File: src/rtl/golomb_code_unpacker.sv
// golomb_code_unpacker: JPEG-LS regular-mode Golomb-Rice codeword extractor.
// Pulls an MSB-first bytestream through an 8-bit bit buffer and decodes one
// limited-length Golomb codeword per start_dec request.
// Optional build macro: JPEGLS_BIT_STUFF_EN (drop the MSB of the byte after 0xFF).
module golomb_code_unpacker #(
  parameter int value_width = 16,
  parameter int k_width     = 5,
  parameter int limit_width = 7,
  parameter int qbpp_width  = 5
) (
  input  logic                   clk,
  input  logic                   reset,
  input  logic [7:0]             byte_in,
  input  logic                   byte_valid,
  output logic                   byte_ready,
  input  logic                   start_dec,
  input  logic [k_width-1:0]     k_in,
  input  logic [limit_width-1:0] limit_in,
  input  logic [qbpp_width-1:0]  qbpp_in,
  input  logic                   align,
  output logic                   busy,
  output logic [value_width-1:0] value_out,
  output logic [limit_width-1:0] code_length,
  output logic                   limit_overflow_out,
  output logic                   code_error,
  output logic                   value_valid
);

  localparam int CW = ((k_width > qbpp_width) ? k_width : qbpp_width) + 1;

  typedef enum logic [2:0] {
    S_IDLE,
    S_UNARY,
    S_REMAINDER,
    S_ESCAPE,
    S_DONE
  } state_t;

  state_t                 r_state;
  logic [7:0]             r_buf;
  logic [3:0]             r_bit_count;
  logic [k_width-1:0]     r_k;
  logic [limit_width-1:0] r_limit;
  logic [qbpp_width-1:0]  r_qbpp;
  logic [limit_width-1:0] r_q;
  logic [value_width-1:0] r_r;
  logic [CW-1:0]          r_nbits;
  logic [value_width-1:0] r_value;
  logic [limit_width-1:0] r_len;
  logic                   r_ovf;
  logic                   r_err;
  logic                   r_valid;

  logic                   w_bit;
  logic                   w_consume;
  logic                   w_load;
  logic                   w_align;
  logic [limit_width-1:0] w_thr;
  logic                   w_at_thr;
  logic [value_width-1:0] w_r_next;
  logic [CW-1:0]          w_nbits_next;

  // Bit-buffer status and per-cycle datapath terms.
  always_comb begin
    byte_ready   = (r_bit_count == 4'd0);
    w_bit        = r_buf[7];
    w_consume    = (r_bit_count != 4'd0) &&
                   ((r_state == S_UNARY) || (r_state == S_REMAINDER) || (r_state == S_ESCAPE));
    w_load       = byte_valid && (r_bit_count == 4'd0);
    w_align      = align && (r_state == S_IDLE);
    w_thr        = r_limit - limit_width'(r_qbpp) - limit_width'(1);
    w_at_thr     = (r_q >= w_thr);
    w_r_next     = {r_r[value_width-2:0], w_bit};
    w_nbits_next = r_nbits + CW'(1);
  end

`ifdef JPEGLS_BIT_STUFF_EN
  logic r_stuff_pending;

  // Bit buffer with stuffed-bit removal: the byte after 0xFF loses its MSB.
  // A load can only happen on an empty buffer, so it takes priority over align.
  always_ff @(posedge clk or negedge reset) begin
    if (!reset) begin
      r_buf           <= '0;
      r_bit_count     <= '0;
      r_stuff_pending <= 1'b0;
    end else if (w_load) begin
      if (r_stuff_pending && !w_align) begin
        r_buf       <= {byte_in[6:0], 1'b0};
        r_bit_count <= 4'd7;
      end else begin
        r_buf       <= byte_in;
        r_bit_count <= 4'd8;
      end
      r_stuff_pending <= (byte_in == 8'hFF);
    end else if (w_consume) begin
      r_buf       <= {r_buf[6:0], 1'b0};
      r_bit_count <= r_bit_count - 4'd1;
    end else if (w_align) begin
      r_bit_count     <= '0;
      r_stuff_pending <= 1'b0;
    end
  end
`else
  // Bit buffer: load a whole byte when empty, shift out one bit per consume.
  always_ff @(posedge clk or negedge reset) begin
    if (!reset) begin
      r_buf       <= '0;
      r_bit_count <= '0;
    end else if (w_load) begin
      r_buf       <= byte_in;
      r_bit_count <= 4'd8;
    end else if (w_consume) begin
      r_buf       <= {r_buf[6:0], 1'b0};
      r_bit_count <= r_bit_count - 4'd1;
    end else if (w_align) begin
      r_bit_count <= '0;
    end
  end
`endif

  // Decode FSM; results are registered on the edge entering DONE so that
  // value_valid is high exactly during the DONE cycle.
  always_ff @(posedge clk or negedge reset) begin
    if (!reset) begin
      r_state <= S_IDLE;
      r_k     <= '0;
      r_limit <= '0;
      r_qbpp  <= '0;
      r_q     <= '0;
      r_r     <= '0;
      r_nbits <= '0;
      r_value <= '0;
      r_len   <= '0;
      r_ovf   <= 1'b0;
      r_err   <= 1'b0;
      r_valid <= 1'b0;
    end else begin
      r_valid <= 1'b0;
      case (r_state)
        S_IDLE: begin
          if (start_dec) begin
            r_k     <= k_in;
            r_limit <= limit_in;
            r_qbpp  <= qbpp_in;
            r_q     <= '0;
            r_r     <= '0;
            r_nbits <= '0;
            r_state <= S_UNARY;
          end
        end
        S_UNARY: begin
          if (w_consume) begin
            if (!w_bit) begin
              if (w_at_thr) begin
                r_value <= '0;
                r_len   <= r_q + limit_width'(1);
                r_ovf   <= 1'b0;
                r_err   <= 1'b1;
                r_valid <= 1'b1;
                r_state <= S_DONE;
              end else begin
                r_q <= r_q + limit_width'(1);
              end
            end else if (w_at_thr) begin
              if (r_qbpp == '0) begin
                r_value <= value_width'(1);
                r_len   <= r_limit;
                r_ovf   <= 1'b1;
                r_err   <= 1'b0;
                r_valid <= 1'b1;
                r_state <= S_DONE;
              end else begin
                r_state <= S_ESCAPE;
              end
            end else if (r_k == '0) begin
              r_value <= value_width'(r_q);
              r_len   <= r_q + limit_width'(1);
              r_ovf   <= 1'b0;
              r_err   <= 1'b0;
              r_valid <= 1'b1;
              r_state <= S_DONE;
            end else begin
              r_state <= S_REMAINDER;
            end
          end
        end
        S_REMAINDER: begin
          if (w_consume) begin
            r_r     <= w_r_next;
            r_nbits <= w_nbits_next;
            if (w_nbits_next == CW'(r_k)) begin
              r_value <= (value_width'(r_q) << r_k) | w_r_next;
              r_len   <= r_q + limit_width'(1) + limit_width'(r_k);
              r_ovf   <= 1'b0;
              r_err   <= 1'b0;
              r_valid <= 1'b1;
              r_state <= S_DONE;
            end
          end
        end
        S_ESCAPE: begin
          if (w_consume) begin
            r_r     <= w_r_next;
            r_nbits <= w_nbits_next;
            if (w_nbits_next == CW'(r_qbpp)) begin
              r_value <= w_r_next + value_width'(1);
              r_len   <= r_limit;
              r_ovf   <= 1'b1;
              r_err   <= 1'b0;
              r_valid <= 1'b1;
              r_state <= S_DONE;
            end
          end
        end
        S_DONE: begin
          r_state <= S_IDLE;
        end
        default: r_state <= S_IDLE;
      endcase
    end
  end

  // Output mapping.
  always_comb begin
    busy               = (r_state != S_IDLE);
    value_out          = r_value;
    code_length        = r_len;
    limit_overflow_out = r_ovf;
    code_error         = r_err;
    value_valid        = r_valid;
  end

endmodule

File: config.mk
export PLATFORM = sky130hd
export DESIGN_NAME = golomb_code_unpacker
export DESIGN_NICKNAME = d
export VERILOG_FILES = /design/src/rtl/golomb_code_unpacker.sv
export SDC_FILE = /design/constraint.sdc
export NUM_CORES = 1
export LEC_CHECK = 0
export BUFFER_PORTS_ARGS = -buffer_cell sky130_fd_sc_hd__buf_2
export CELL_PAD_IN_SITES_DETAIL_PLACEMENT = 0
export CELL_PAD_IN_SITES_GLOBAL_PLACEMENT = 1
export CORE_ASPECT_RATIO = 1.5
export CORE_MARGIN = 5
export CORE_UTILIZATION = 28
export CTS_CLUSTER_SIZE = 30
export DETAILED_ROUTE_END_ITERATION = 8
export HOLD_SLACK_MARGIN = 0.12
export PLACE_DENSITY = 0.61
export SLEW_MARGIN = 10
export SYNTH_ARGS = -nofsm -noshare
export SYNTH_HDL_FRONTEND = slang
export SYNTH_SLANG_ARGS = --single-unit
File: constraint.sdc
create_clock -name clk -period 4.24 [get_ports clk]
set_clock_uncertainty 0.05 [all_clocks]
set_input_delay 0.848 -clock clk [delete_from_list [all_inputs] [get_ports clk]]
set_output_delay 0.848 -clock clk [all_outputs]
set_load 0.005 [all_outputs]
Word level (Yosys, flattened, before mapping):

Index checks and enable logic that the tools add are counted.

* register bits after elaboration: 86
* output and inout port bits: 28
* logic and storage cells: 143

* add/sub/neg operators: 7
* magnitude comparators: 1
* equal/unequal tests: 17
* shift operators: 1
* mux-type cells: 80
* bitwise operators: 1
* reductions and logical operators: 22

Operators by type and width (count)
* 2-to-1 mux 16 bit: 10
* 2-to-1 mux 7 bit: 14
* one-hot mux 16 bit (3 select lines): 1
* 2-to-1 mux 3 bit: 11
* 2-to-1 mux 15 bit: 2
* one-hot mux 15 bit (2 select lines): 1
* 2-to-1 mux 1 bit: 27
* one-hot mux 7 bit (3 select lines): 1
* adder 16 x 1 -> 16 bit (second input constant): 1
* 2-to-1 mux 8 bit: 2
* OR 16 bit: 1
* left shift 7 x 5 -> 16 bit: 1
* one-hot mux 7 bit (2 select lines): 1
* == test 6 x 5 -> 1 bit: 2
* 2-to-1 mux 4 bit: 3
* 2-to-1 mux 6 bit: 2
* inequality test 2 bit (second input constant): 6
* one-hot mux 3 bit (4 select lines): 1
* one-hot mux 6 bit (2 select lines): 1
* zero test 5 bit: 2
* one-hot mux 1 bit (3 select lines): 3
* AND reduction 9 bit: 1
* nonzero test 3 bit: 3
* adder 7 x 1 -> 7 bit (second input constant): 1
* 23 further kinds: 31

Depth between registers and ports, before layout:

Gate-level depths: netlist (run 1).

* depth after elaboration: 7
* gate-level depth with buffers: 18

Least setup slack after synthesis (run 1):

OpenSTA, ideal clock, no wires.

* kind: reg-to-reg
* from: register r_qbpp[0]
* to: register r_err (netlist: code_error)
* library setup time: 0.125 ns
* data arrival time: 3.693 ns
* required time: 4.065 ns
* setup slack: 0.372 ns
* stages on the path, launching flop included: 19
* path buffers: 1
* cell sequence: dfrtp_1 -> inv_1 -> ha_1 -> inv_1 -> fa_1 -> inv_1 -> a21oi_1 -> o21bai_1 -> a211oi_1 -> xnor2_1 -> ha_1 -> and2_0 -> a221o_1 -> a41oi_2 -> nor2_1 -> a41o_1 -> o211ai_4 -> buf_12 -> mux2_4

* longest elaborated chain between the ends: 7
* elaborated cells between the ends (all ways): 14
* classes of those cells: add/sub: 2; order compare: 1; eq/ne: 5; mux: 4; reduce/logical: 2

RTL lines
* start: declaration: RTL line 44 `logic [qbpp_width-1:0] r_qbpp;`
* start signal: assignment: RTL line 145 `r_qbpp <= qbpp_in;`
* subtractor 7 x 5 -> 7 bit: RTL line 71 `w_thr = r_limit - limit_width'(r_qbpp) - limit_width'(1);`
* subtractor 7 x 1 -> 7 bit: RTL line 71
* >= comparator 7 bit: RTL line 72 `w_at_thr = (r_q >= w_thr);`
* 2-to-1 mux 1 bit: RTL line 165 `end else if (w_at_thr) begin`
* 2-to-1 mux 1 bit: RTL line 154 `if (!w_bit) begin`
* 2-to-1 mux 1 bit: RTL line 153 `if (w_consume) begin`
* one-hot mux 1 bit (3 select lines): RTL line 140 `case (r_state)`
* end signal: assignment: RTL line 136 `r_err <= 1'b0;`
* end signal: assignment: RTL line 159 `r_err <= 1'b1;`
* end signal: assignment: RTL line 170 `r_err <= 1'b0;`
* end: declaration: RTL line 51 `logic r_err;`

Several ways; a longest one is shown, not always the timed one. The select of a mux whose other input is x is not followed.
A chain may end at the register's enable or synchronous reset.

Final worst setup path (run 1):

* from: register r_qbpp[0]
* to: register r_len[4] (netlist: code_length[4])

* longest elaborated chain between the ends: 7
* elaborated cells between the ends (all ways): 14
* classes of those cells: add/sub: 2; order compare: 1; eq/ne: 5; mux: 4; reduce/logical: 2

RTL lines
* subtractor 7 x 5 -> 7 bit: RTL line 71
* subtractor 7 x 1 -> 7 bit: RTL line 71
* >= comparator 7 bit: RTL line 72
* 2-to-1 mux 7 bit: RTL line 165
* 2-to-1 mux 7 bit: RTL line 154
* 2-to-1 mux 7 bit: RTL line 153
* one-hot mux 7 bit (3 select lines): RTL line 140
* end signal: assignment: RTL line 157 `r_len <= r_q + limit_width'(1);`
* end signal: assignment: RTL line 168 `r_len <= r_limit;`
* end signal: assignment: RTL line 178 `r_len <= r_q + limit_width'(1);`
* end: declaration: RTL line 49 `logic [limit_width-1:0] r_len;`

Several ways; a longest one is shown, not always the timed one. The select of a mux whose other input is x is not followed.

==> flow_metrics.py, run 1 <==
metrics = {
    "worst_setup_path": {
        "r2r_setup_slack_ns": 0.22,
        "cp.required_ns": 4.43,
        "crit_path_end_kind": "flop",
        "critical_path_class": "flop to flop",
        "worst_r2r_path_depth": 19,
        "path_max_fanout": 7,
        "timing.rr.end": "code_length[4]$_DFFE_PN0P_",
        "cp_data_arrival_time_ns": 4.21,
        "r2r_start": "r_qbpp[0]$_DFFE_PN0P_",
        "start_kind": "flop",
    },
    "pwr": {
        "power_density_nw_per_um2": 745,
        "p_leak_uw": 0.00299,
        "total_power_uw": 4670,
        "ir_drop_mv": 0.320,
    },
    "synthesis": {
        "synth.top_cells.by_area": "dfrtp_1 40%, mux2_2 6.3%, ha_1 5.4%",
        "yosysMostFrequentCell": "dfrtp_1",
        "syn_inst": 530,
        "synth_cell_types": 55,
        "synthArstFlopShare_pct": 100,
        "synth_seq_area_share_pct": 40.2,
        "netlist_area_um2": 5350,
        "synth_top_area_cell": "dfrtp_1",
        "syn_area_per_cell_um2": 10.1,
        "netlist_top_cells_count": "86 x dfrtp_1, 46 x nand2_1, 30 x mux2_2",
        "ys_ff_latch": 86,
        "synth_edf_count": 0,
        "synthFlopType": "dfrtp_1",
        "yosysWarnings": 0,
        "synth_top_cell_area_share_pct": 40.2,
        "synth_fp_nets": 585,
    },
    "min_path": {
        "hold_start": "r_buf[5]$_DFFE_PN0P_",
        "hp-class": "flop to flop",
        "holdPathEnd": "r_buf[5]$_DFFE_PN0P_",
        "worst_hold_path.num_cells": 2,
    },
    "clocking": {
        "clkSlewWorstSetupHoldPaths_ns": 0.07,
        "cts_hold_buffers": 0,
        "cts_tree": "built",
        "cts_root_buffer": "clkbuf_16",
        "clock_latency_ns": 0.36,
        "numCtsBuffers": 9,
        "cts_buffer_depth": 2,
        "cts.sinks": 86,
        "htreeDepth": 3,
    },
    "floorplan": {
        "rows": 62,
        "die_area_um2": 22000,
        "die_h_um": 179,
        "start_util_pct": 28.1,
        "fp.dieW_um": 123,
        "core_area_um2": 19000,
        "io_pins": 58,
    },
    "global_route": {
        "grt-ovfl-total": 0,
        "grt_first_pass_wirelength_mm": 23.4,
        "met3_usage_pct": 2.75,
        "grt_max_degree": 61,
        "grt_pass1_vias": 4364,
        "use_met2_pct": 23.1,
        "met1_usage_pct": 17.5,
        "grt_antenna_before_repair": 0,
        "track_usage_pct": 13.8,
        "grt-busiest-layer": "met2",
    },
    "drt": {
        "via_per_inst": 5.00,
        "wl_per_cell_um": 17.2,
        "drt_iter0_markers": 261,
        "dr_total_vias": 4269,
        "wl_mm": 14.7,
        "drtPass1Iterations": 5,
        "drc_errors": 0,
        "postRouteAntennaNets": 0,
    },
    "placement": {
        "dpl_worst_slack_ns": 0.161,
        "hpwlAfterDp_mm": 10.8,
        "io_buffers": 57,
        "place_congestion": 0.819,
    },
    "timing": {
        "drv_slew": 0,
        "finalSetupViolCount": 0,
        "tightest_slew_ns": 1.08,
        "setup_ws_ns": 0.218,
        "fin_crit_ns": 4.02,
        "fmax_mhz": 249,
        "relSlewSlack_pct": 27.4,
        "hold_violations": 0,
        "tns_ns": 0,
        "rsz0062_at_grt": "no",
        "fin_crit_sh_pct": 94.9,
    },
    "final_layout": {
        "layout.nets": 647,
        "final_core_util_pct": 33.0,
        "syn_to_final_growth_pct": 17.2,
        "drive_gt1_share_pct": 24.5,
        "diodes": 0,
    },
    "run": {
        "max_cap_violations": 0,
    },
    "run_status": {
        "status": "completed",
    },
}
==> where the power goes <==
part           leakage, uW  internal (uW)  total, uW  switching, uW
Combinational      0.00173           1140       2440           1310
Clock             0.000134            404        774            370
Sequential         0.00113           1060       1450            390
Total              0.00299           2600       4670           2070
==> layout make-up <==
type / instances / area [um2]
tap: 256 / 320
clock buffer: 9 / 225
fill: 1961 / 12700
multi-input combinational: 391 / 2950
inverter: 28 / 105
sequential: 86 / 2150
timing repair buffer: 76 / 454
clock inverter: 7 / 57.6
==> through the flow <==
| stage | cell area, um2 | instances | hold slack [ns] |
|---|---|---|---|
| final | 6270 | 853 | 0.429 |
| after global routing | 6270 | 853 | 0.450 |
| after CTS | 6160 | 842 | 0.430 |
| after detailed placement | 5880 | 826 | 0.415 |
| after global placement | 5880 | 826 | 0.412 |
| after floorplan | 5350 | 530 | 0.396 |
==> how the worst max path moves through the flow <==
stage,slack (ns),cells past startpoint,to,from
after global routing,0.002,17,code_length[4]$_DFFE_PN0P_,r_qbpp[1]$_DFFE_PN0P_
after detailed placement,0.16,18,code_length[4]$_DFFE_PN0P_,r_qbpp[0]$_DFFE_PN0P_
after floorplan,0.37,18,code_error$_DFFE_PN0P_,r_qbpp[0]$_DFFE_PN0P_
final,0.22,19,code_length[4]$_DFFE_PN0P_,r_qbpp[0]$_DFFE_PN0P_
after global placement,0.22,18,code_length[1]$_DFFE_PN0P_,r_qbpp[0]$_DFFE_PN0P_
after CTS,0.14,18,code_length[4]$_DFFE_PN0P_,r_qbpp[0]$_DFFE_PN0P_
==> cells in the final DEF (no fill, tap or decap), types with 2 or more instances in the layout <==
cell type and count:
a21boi_0 2, nor3_1 13, buf_2 56, ha_1 23, a21oi_1 22, a22oi_1 11, mux2_2 30, dfrtp_1 86
mux2_4 16, and3_1 8, nor2_1 26, o21bai_1 2, a211oi_1 11, clkinvlp_4 2, o21ai_0 24, nand3_1 21
buf_6 3, nand4_1 6, nor4_1 3, o21ai_1 2, o31ai_1 3, a21o_1 5, buf_4 16, nor2b_1 11
nand2b_1 6, inv_1 27, and2_1 3, a221o_1 3, a22o_1 22, xnor2_1 20, clkbuf_16 9, nand2_1 46
xor2_1 13, mux2i_1 16, clkinv_4 2, o211ai_1 2
==> cells by family (layout without fill, tap and decap cells) <==
group                    Yosys count  in the layout  share of synthesized area [%]
adder cells (fa/ha/maj)           25             25                           6.13
flip-flops                        86             86                           40.2
multiplexers                      63             63                           14.0
AND/OR/NAND/NOR                  148            148                           13.2
buffers and inverters             53            120                           4.75
XOR/XNOR                          33             33                           5.40
AO/OA/AOI/OAI                    122            122                           16.2
==> timing repair <==
item / in CTS / in global routing
endpoints found under the setup margin: 0 / 21
gates resized for setup: 0 / 7
buffers inserted: 0 / 11
==> critical path, stage by stage, from the launching register on <==
cell and delay, ns:
dfrtp_1 0.40, inv_1 0.08, ha_1 0.16, inv_1 0.06
fa_2 0.35, inv_1 0.06, a21oi_1 0.06, o21bai_2 0.18
a211oi_2 0.10, xnor2_1 0.13, ha_1 0.29, and2_1 0.20
a221o_1 0.33, a41oi_2 0.19, nor2_1 0.07, a41o_1 0.25
o211ai_4 0.32, buf_6 0.16, buf_6 0.13, mux2_2 0.34
==> sequential cells by signal, indices dropped and copies added (netlist names), 3 cells and up <==
name	cells
r_k	5
r_bit_count	4
r_r	15
value_out	16
r_q	7
r_buf	8
r_nbits	6
r_limit	7
code_length	7
r_state	3
r_qbpp	5
==> metal layers <==
layer  vias up  wire length, um
li1       2038                -
met2       113             7360
met3        17              561
met5         -                0
met4         0              321
met1      2101             6430
Note: power is estimated with default switching activity, not from simulation.
==> inputs of run 2 (changes only) <==
--- a/config.mk
+++ b/config.mk
@@ -5,7 +5,6 @@
 export SDC_FILE = /design/constraint.sdc
 export NUM_CORES = 1
 export LEC_CHECK = 0
-export BUFFER_PORTS_ARGS = -buffer_cell sky130_fd_sc_hd__buf_2
 export CELL_PAD_IN_SITES_DETAIL_PLACEMENT = 0
 export CELL_PAD_IN_SITES_GLOBAL_PLACEMENT = 1
 export CORE_ASPECT_RATIO = 1.5
@@ -13,8 +12,9 @@
 export CORE_UTILIZATION = 28
 export CTS_CLUSTER_SIZE = 30
 export DETAILED_ROUTE_END_ITERATION = 8
+export DONT_BUFFER_PORTS = 1
 export HOLD_SLACK_MARGIN = 0.12
-export PLACE_DENSITY = 0.61
+export PLACE_DENSITY_LB_ADDON = 0.25
 export SLEW_MARGIN = 10
 export SYNTH_ARGS = -nofsm -noshare
 export SYNTH_HDL_FRONTEND = slang
==> run 2 against run 1 <==
  * Core utilization fell by 2.1 points
  * Global-route usage rose by 0.32 points
  * Non-clock buffer count fell by 69
  * Largest cell class unchanged
  * Highest routed layer unchanged
==> flow_metrics.py, run 2 (synthesis results as in run 1) <==
metrics = {
    "timing": {
        "tns_ns": 0,
        "fin_crit_ns": 4.03,
        "relSlewSlack_pct": 19.4,
        "fin_crit_sh_pct": 95.0,
        "hold_violations": 0,
        "drv_slew": 0,
        "fin_hold_ws_ns": 0.143,
        "fmax_mhz": 248,
        "tightest_slew_ns": 1.20,
        "rsz0062_at_grt": "no",
        "finalSetupViolCount": 0,
    },
    "clocking": {
        "cts_resized": 0,
        "cts_buffer_depth": 2,
        "cts.sinks": 86,
        "clock_latency_ns": 0.35,
        "cts_tree": "built",
        "cts_root_buffer": "clkbuf_16",
        "clkSlewWorstSetupHoldPaths_ns": 0.06,
        "postCtsSetupBuffers": 0,
        "numCtsBuffers": 9,
        "htreeDepth": 3,
        "cts_hold_buffers": 0,
    },
    "worst_setup_path": {
        "critical_path_class": "flop to flop",
        "crit_path_end_kind": "flop",
        "worst_path_most_repeated_cell": "inv_1",
        "cp_cell_sequence": "inv_1, ha_1, inv_1, fa_1, inv_1, a21oi_1, o21bai_1, a211oi_1, xnor2_1, ha_1, and2_0, a221o_1, a41oi_2, nor2_1, a41o_1, o211ai_4, buf_12, mux2_2",
        "path_delay_family": "compound AO/OA/AOI/OAI gates",
        "start_kind": "flop",
        "path_max_fanout": 11,
        "slowest_delay_ns": 0.40,
        "cp.required_ns": 4.42,
        "cp.buffers_inverters": 4,
        "crit_slowest_cell": "dfrtp_1",
        "cp_data_arrival_time_ns": 4.21,
    },
    "global_route": {
        "grt_pass1_vias": 4119,
        "track_usage_pct": 14.1,
        "grt_max_degree": 87,
        "grt-ovfl-total": 0,
        "grt_first_pass_wirelength_mm": 23.6,
        "grt_antenna_before_repair": 0,
    },
    "final_layout": {
        "largest_register_ffs": 16,
        "final_cell_mix": "86 x dfrtp_1, 46 x nand2_1, 30 x mux2_2",
        "layout_commonest_cell": "dfrtp_1",
        "diodes": 0,
        "drive_gt1_share_pct": 14.0,
        "instances_no_fill": 783,
        "layout.nets": 578,
        "syn_to_final_growth_pct": 9.83,
    },
    "run_status": {
        "status": "completed",
    },
    "drt": {
        "dr_total_vias": 3927,
        "wl_per_cell_um": 18.6,
        "drc_errors": 0,
        "drtPass1Iterations": 4,
        "via_per_inst": 5.02,
        "drt_iter0_markers": 216,
        "wl_mm": 14.6,
        "postRouteAntennaNets": 0,
    },
    "floorplan": {
        "fp.dieW_um": 123,
        "core_area_um2": 19000,
        "io_pins": 58,
        "die_area_um2": 22000,
        "rows": 62,
        "die_h_um": 179,
        "start_util_pct": 28.1,
    },
    "pwr": {
        "ir_drop_mv": 0.247,
        "p_leak_uw": 0.00268,
        "power_density_nw_per_um2": 758,
    },
    "min_path": {
        "hp-class": "input port to async pin",
    },
    "placement": {
        "place_congestion": 0.817,
        "io_buffers": 0,
        "hpwlAfterDp_mm": 10.8,
        "place_inst": 768,
    },
    "run": {
        "max_cap_violations": 0,
    },
}
==> run 2: cell count changes in the layout (fill, tap and decap cells not counted), moves of 2 or more <==
cell / before / now
buf_6: 3 / 0
clkinv_4: 2 / 0
buf_2: 56 / 0
buf_4: 16 / 5
==> run 2: final timing paths <==
check	start	to	slack (ns)	depth (start not counted)
worst max register to register	r_qbpp[0]$_DFFE_PN0P_	value_out[1]$_DFFE_PN0P_	0.21	18
max in group asynchronous	reset	r_q[2]$_DFFE_PN0P_	3.78	0
worst max-delay path	r_qbpp[0]$_DFFE_PN0P_	value_out[1]$_DFFE_PN0P_	0.21	18
worst min register to register	r_buf[3]$_DFFE_PN0P_	r_buf[3]$_DFFE_PN0P_	0.43	2
worst min-delay path	reset	value_valid$_DFF_PN0_	0.14	0
min in group clk	r_buf[3]$_DFFE_PN0P_	r_buf[3]$_DFFE_PN0P_	0.43	2
==> run 2: metal layers <==
layer / vias to the layer above / global-route usage (%) / routed length, um
met5: - / 0 / 0
met4: 0 / 5.70 / 420
met3: 27 / 3.82 / 717
met2: 87 / 24.0 / 7300
met1: 1903 / 16.8 / 6140
li1: 1910 / - / -
==> run 2: final cells by class <==
cell class	instances	area [um2]
fillers	2005	13100
multi-input cells	391	2950
flip-flops and latches	86	2150
well taps	256	320
clock buffers	10	239
inverters	28	105
repair buffers	7	77.6
clock inverters	5	33.8
==> run 2: where the power goes <==
group          total, uW  internal, uW  leakage, uW  switching, uW
clock                750           410     0.000131            341
sequential          1480          1060      0.00113            418
combinational       2220           987      0.00141           1230
total               4450          2460      0.00268           1990
==> run 2: per-stage QoR <==
step           util (%)  cell area (um2)  total power, uW  worst slack (ns)
3_5_place_dp       29.5             5600             3750             0.223
3_3_place_gp       29.5             5600             3710             0.282
2_1_floorplan         -             5350             3150             0.372
4_1_cts            30.9             5870             4520             0.199
5_1_grt            30.9             5870             4850            0.0308
6_report           30.9             5870             4450             0.212
==> inputs of run 3 (changes only) <==
--- a/config.mk
+++ b/config.mk
@@ -5,8 +5,6 @@
 export SDC_FILE = /design/constraint.sdc
 export NUM_CORES = 1
 export LEC_CHECK = 0
-export CELL_PAD_IN_SITES_DETAIL_PLACEMENT = 0
-export CELL_PAD_IN_SITES_GLOBAL_PLACEMENT = 1
 export CORE_ASPECT_RATIO = 1.5
 export CORE_MARGIN = 5
 export CORE_UTILIZATION = 28
==> run 3 against run 2 <==
  * Worst hold slack worse by 0.0030 ns
  * Count of clock-buffer cells in the layout shrank 1
  * Critical path type unchanged
  * Critical path depth rose by 1
  * Final cell count grew 1.5%
  * Via count rose by 3.8%
  * Cell area grew 2.4%
  * Critical endpoint is now code_length[4]$_DFFE_PN0P_
  * First-iteration DRC count down 19%
  * Register-to-register slack lost 0.04 ns
  * Fmax fell by 0.99%
==> flow_metrics.py, run 3 (synthesis results as in run 1) <==
metrics = {
    "clocking": {
        "clock_latency_ns": 0.36,
        "cts.sinks": 86,
        "cts_root_buffer": "clkbuf_16",
        "cts_buffer_depth": 2,
        "numCtsBuffers": 9,
        "htreeDepth": 3,
        "clkSlewWorstSetupHoldPaths_ns": 0.07,
        "cts_tree": "built",
    },
    "worst_setup_path": {
        "r2r_start": "r_qbpp[0]$_DFFE_PN0P_",
        "slowest_delay_ns": 0.40,
        "timing.rr.end": "code_length[4]$_DFFE_PN0P_",
        "cp_data_arrival_time_ns": 4.26,
        "crit_slowest_cell": "dfrtp_1",
        "start_kind": "flop",
        "path_max_fanout": 5,
        "worst_path_most_repeated_cell": "inv_1",
        "worst_r2r_path_depth": 19,
        "critical_path_class": "flop to flop",
        "r2r_setup_slack_ns": 0.17,
        "crit_path_end_kind": "flop",
        "cp_cell_sequence": "inv_1, ha_1, inv_1, fa_2, inv_1, a21oi_1, o21bai_2, a211oi_2, xnor2_1, ha_1, and2_1, a221o_1, a41oi_2, nor2_1, a41o_1, o211ai_4, buf_6, clkbuf_16, mux2_2",
        "cp.required_ns": 4.43,
    },
    "global_route": {
        "grt_pass1_vias": 4151,
        "grt_antenna_before_repair": 0,
        "track_usage_pct": 14.0,
        "grt_first_pass_wirelength_mm": 23.4,
        "grt-ovfl-total": 0,
        "grt_max_degree": 69,
    },
    "placement": {
        "io_buffers": 0,
        "hpwlAfterDp_mm": 10.7,
        "dpl_worst_slack_ns": 0.128,
        "place_inst": 768,
        "place_congestion": 0.838,
        "place_area_um2": 5580,
    },
    "final_layout": {
        "layout_commonest_cell": "dfrtp_1",
        "final_cell_mix": "86 x dfrtp_1, 46 x nand2_1, 30 x mux2_2",
        "drive_gt1_share_pct": 16.0,
        "syn_to_final_growth_pct": 12.5,
        "layout.nets": 589,
        "largest_register_ffs": 16,
        "final_core_util_pct": 31.7,
        "instances_no_fill": 795,
        "stdcell_area_um2": 6020,
        "diodes": 0,
    },
    "timing": {
        "fin_crit_ns": 4.07,
        "tightest_slew_ns": 1.18,
        "fmax_mhz": 246,
        "fin_crit_sh_pct": 96.0,
        "hold_violations": 0,
        "drv_slew": 0,
        "fin_hold_ws_ns": 0.140,
        "relSlewSlack_pct": 21.2,
        "setup_ws_ns": 0.171,
        "finalSetupViolCount": 0,
    },
    "run": {
        "max_cap_violations": 0,
    },
    "run_status": {
        "status": "completed",
    },
    "drt": {
        "dr_total_vias": 4075,
        "wl_mm": 14.9,
        "via_per_inst": 5.13,
        "wl_per_cell_um": 18.7,
        "drtPass1Iterations": 5,
        "drt_iter0_markers": 176,
        "drc_errors": 0,
        "postRouteAntennaNets": 0,
    },
    "floorplan": {
        "io_pins": 58,
        "die_area_um2": 22000,
        "die_h_um": 179,
        "fp.dieW_um": 123,
        "core_area_um2": 19000,
        "rows": 62,
        "start_util_pct": 28.1,
    },
    "pwr": {
        "power_density_nw_per_um2": 773,
        "ir_drop_mv": 0.276,
        "p_leak_uw": 0.00275,
    },
    "min_path": {
        "hp-class": "input port to async pin",
    },
}
run 3: changes by cell type in the layout (fill, tap and decap cells not counted), sizes merged:
| cell | change |
|---|---|
| buf | +8 |
| clkinv | -2 |
| dlygate4sd3 | +2 |
| inv | +4 |
run 3: what timing repair did:
action,4_1_cts,5_1_grt
hold buffers,2,0
endpoints found under the hold margin,14,0
setup buffers,0,8
gates resized for setup,0,8
endpoints found under the setup margin,0,23
run 3: power breakdown:
part / switching [uW] / internal, uW
Clock: 372 / 412
Sequential: 413 / 1060
Combinational: 1290 / 1100
run 3: cell type report:
| type | count | area, um2 |
|---|---|---|
| repair buffers | 18 | 198 |
| fillers | 1960 | 13000 |
| clock inverters | 7 | 63.8 |
| inverters | 28 | 105 |
| flip-flops and latches | 86 | 2150 |
| multi-input cells | 391 | 2950 |
| clock buffers | 9 | 225 |
| well taps | 256 | 320 |
run 3: worst max path at each step:
stage	depth (start not counted)	slack, ns	end	startpoint
floorplan	18	0.37	code_error$_DFFE_PN0P_	r_qbpp[0]$_DFFE_PN0P_
global placement	18	0.25	code_length[5]$_DFFE_PN0P_	r_qbpp[0]$_DFFE_PN0P_
detailed placement	18	0.13	code_length[2]$_DFFE_PN0P_	r_qbpp[0]$_DFFE_PN0P_
CTS	18	0.11	code_length[2]$_DFFE_PN0P_	r_qbpp[0]$_DFFE_PN0P_
global route	19	-0.01	value_out[10]$_DFFE_PN0P_	r_qbpp[0]$_DFFE_PN0P_
finish	19	0.17	code_length[4]$_DFFE_PN0P_	r_qbpp[0]$_DFFE_PN0P_
run 3: layer usage:
| metal | wire length [um] | up-vias | global-route usage (%) |
|---|---|---|---|
| met2 | 7620 | 99 | 23.5 |
| met5 | 0 | - | 0 |
| met3 | 724 | 25 | 3.31 |
| li1 | - | 1928 | - |
| met4 | 430 | 0 | 6.31 |
| met1 | 6120 | 2023 | 16.7 |
run 3: critical path: cells and delay by family, from the launching register on:
kind	cells	cell delay [ns]
adder cells (fa/ha/maj)	3	0.80
flip-flops	1	0.40
multiplexers	1	0.32
AO/OA/AOI/OAI	7	1.49
XOR/XNOR	1	0.13
buffers and inverters	5	0.48
AND/OR/NAND/NOR	2	0.28
run 3: stage by stage:
step / setup TNS [ns] / power (uW)
after global routing: -0.0567 / 5030
after CTS: 0 / 4550
after global placement: 0 / 3650
after floorplan: 0 / 3150
final: 0 / 4650
after detailed placement: 0 / 3730
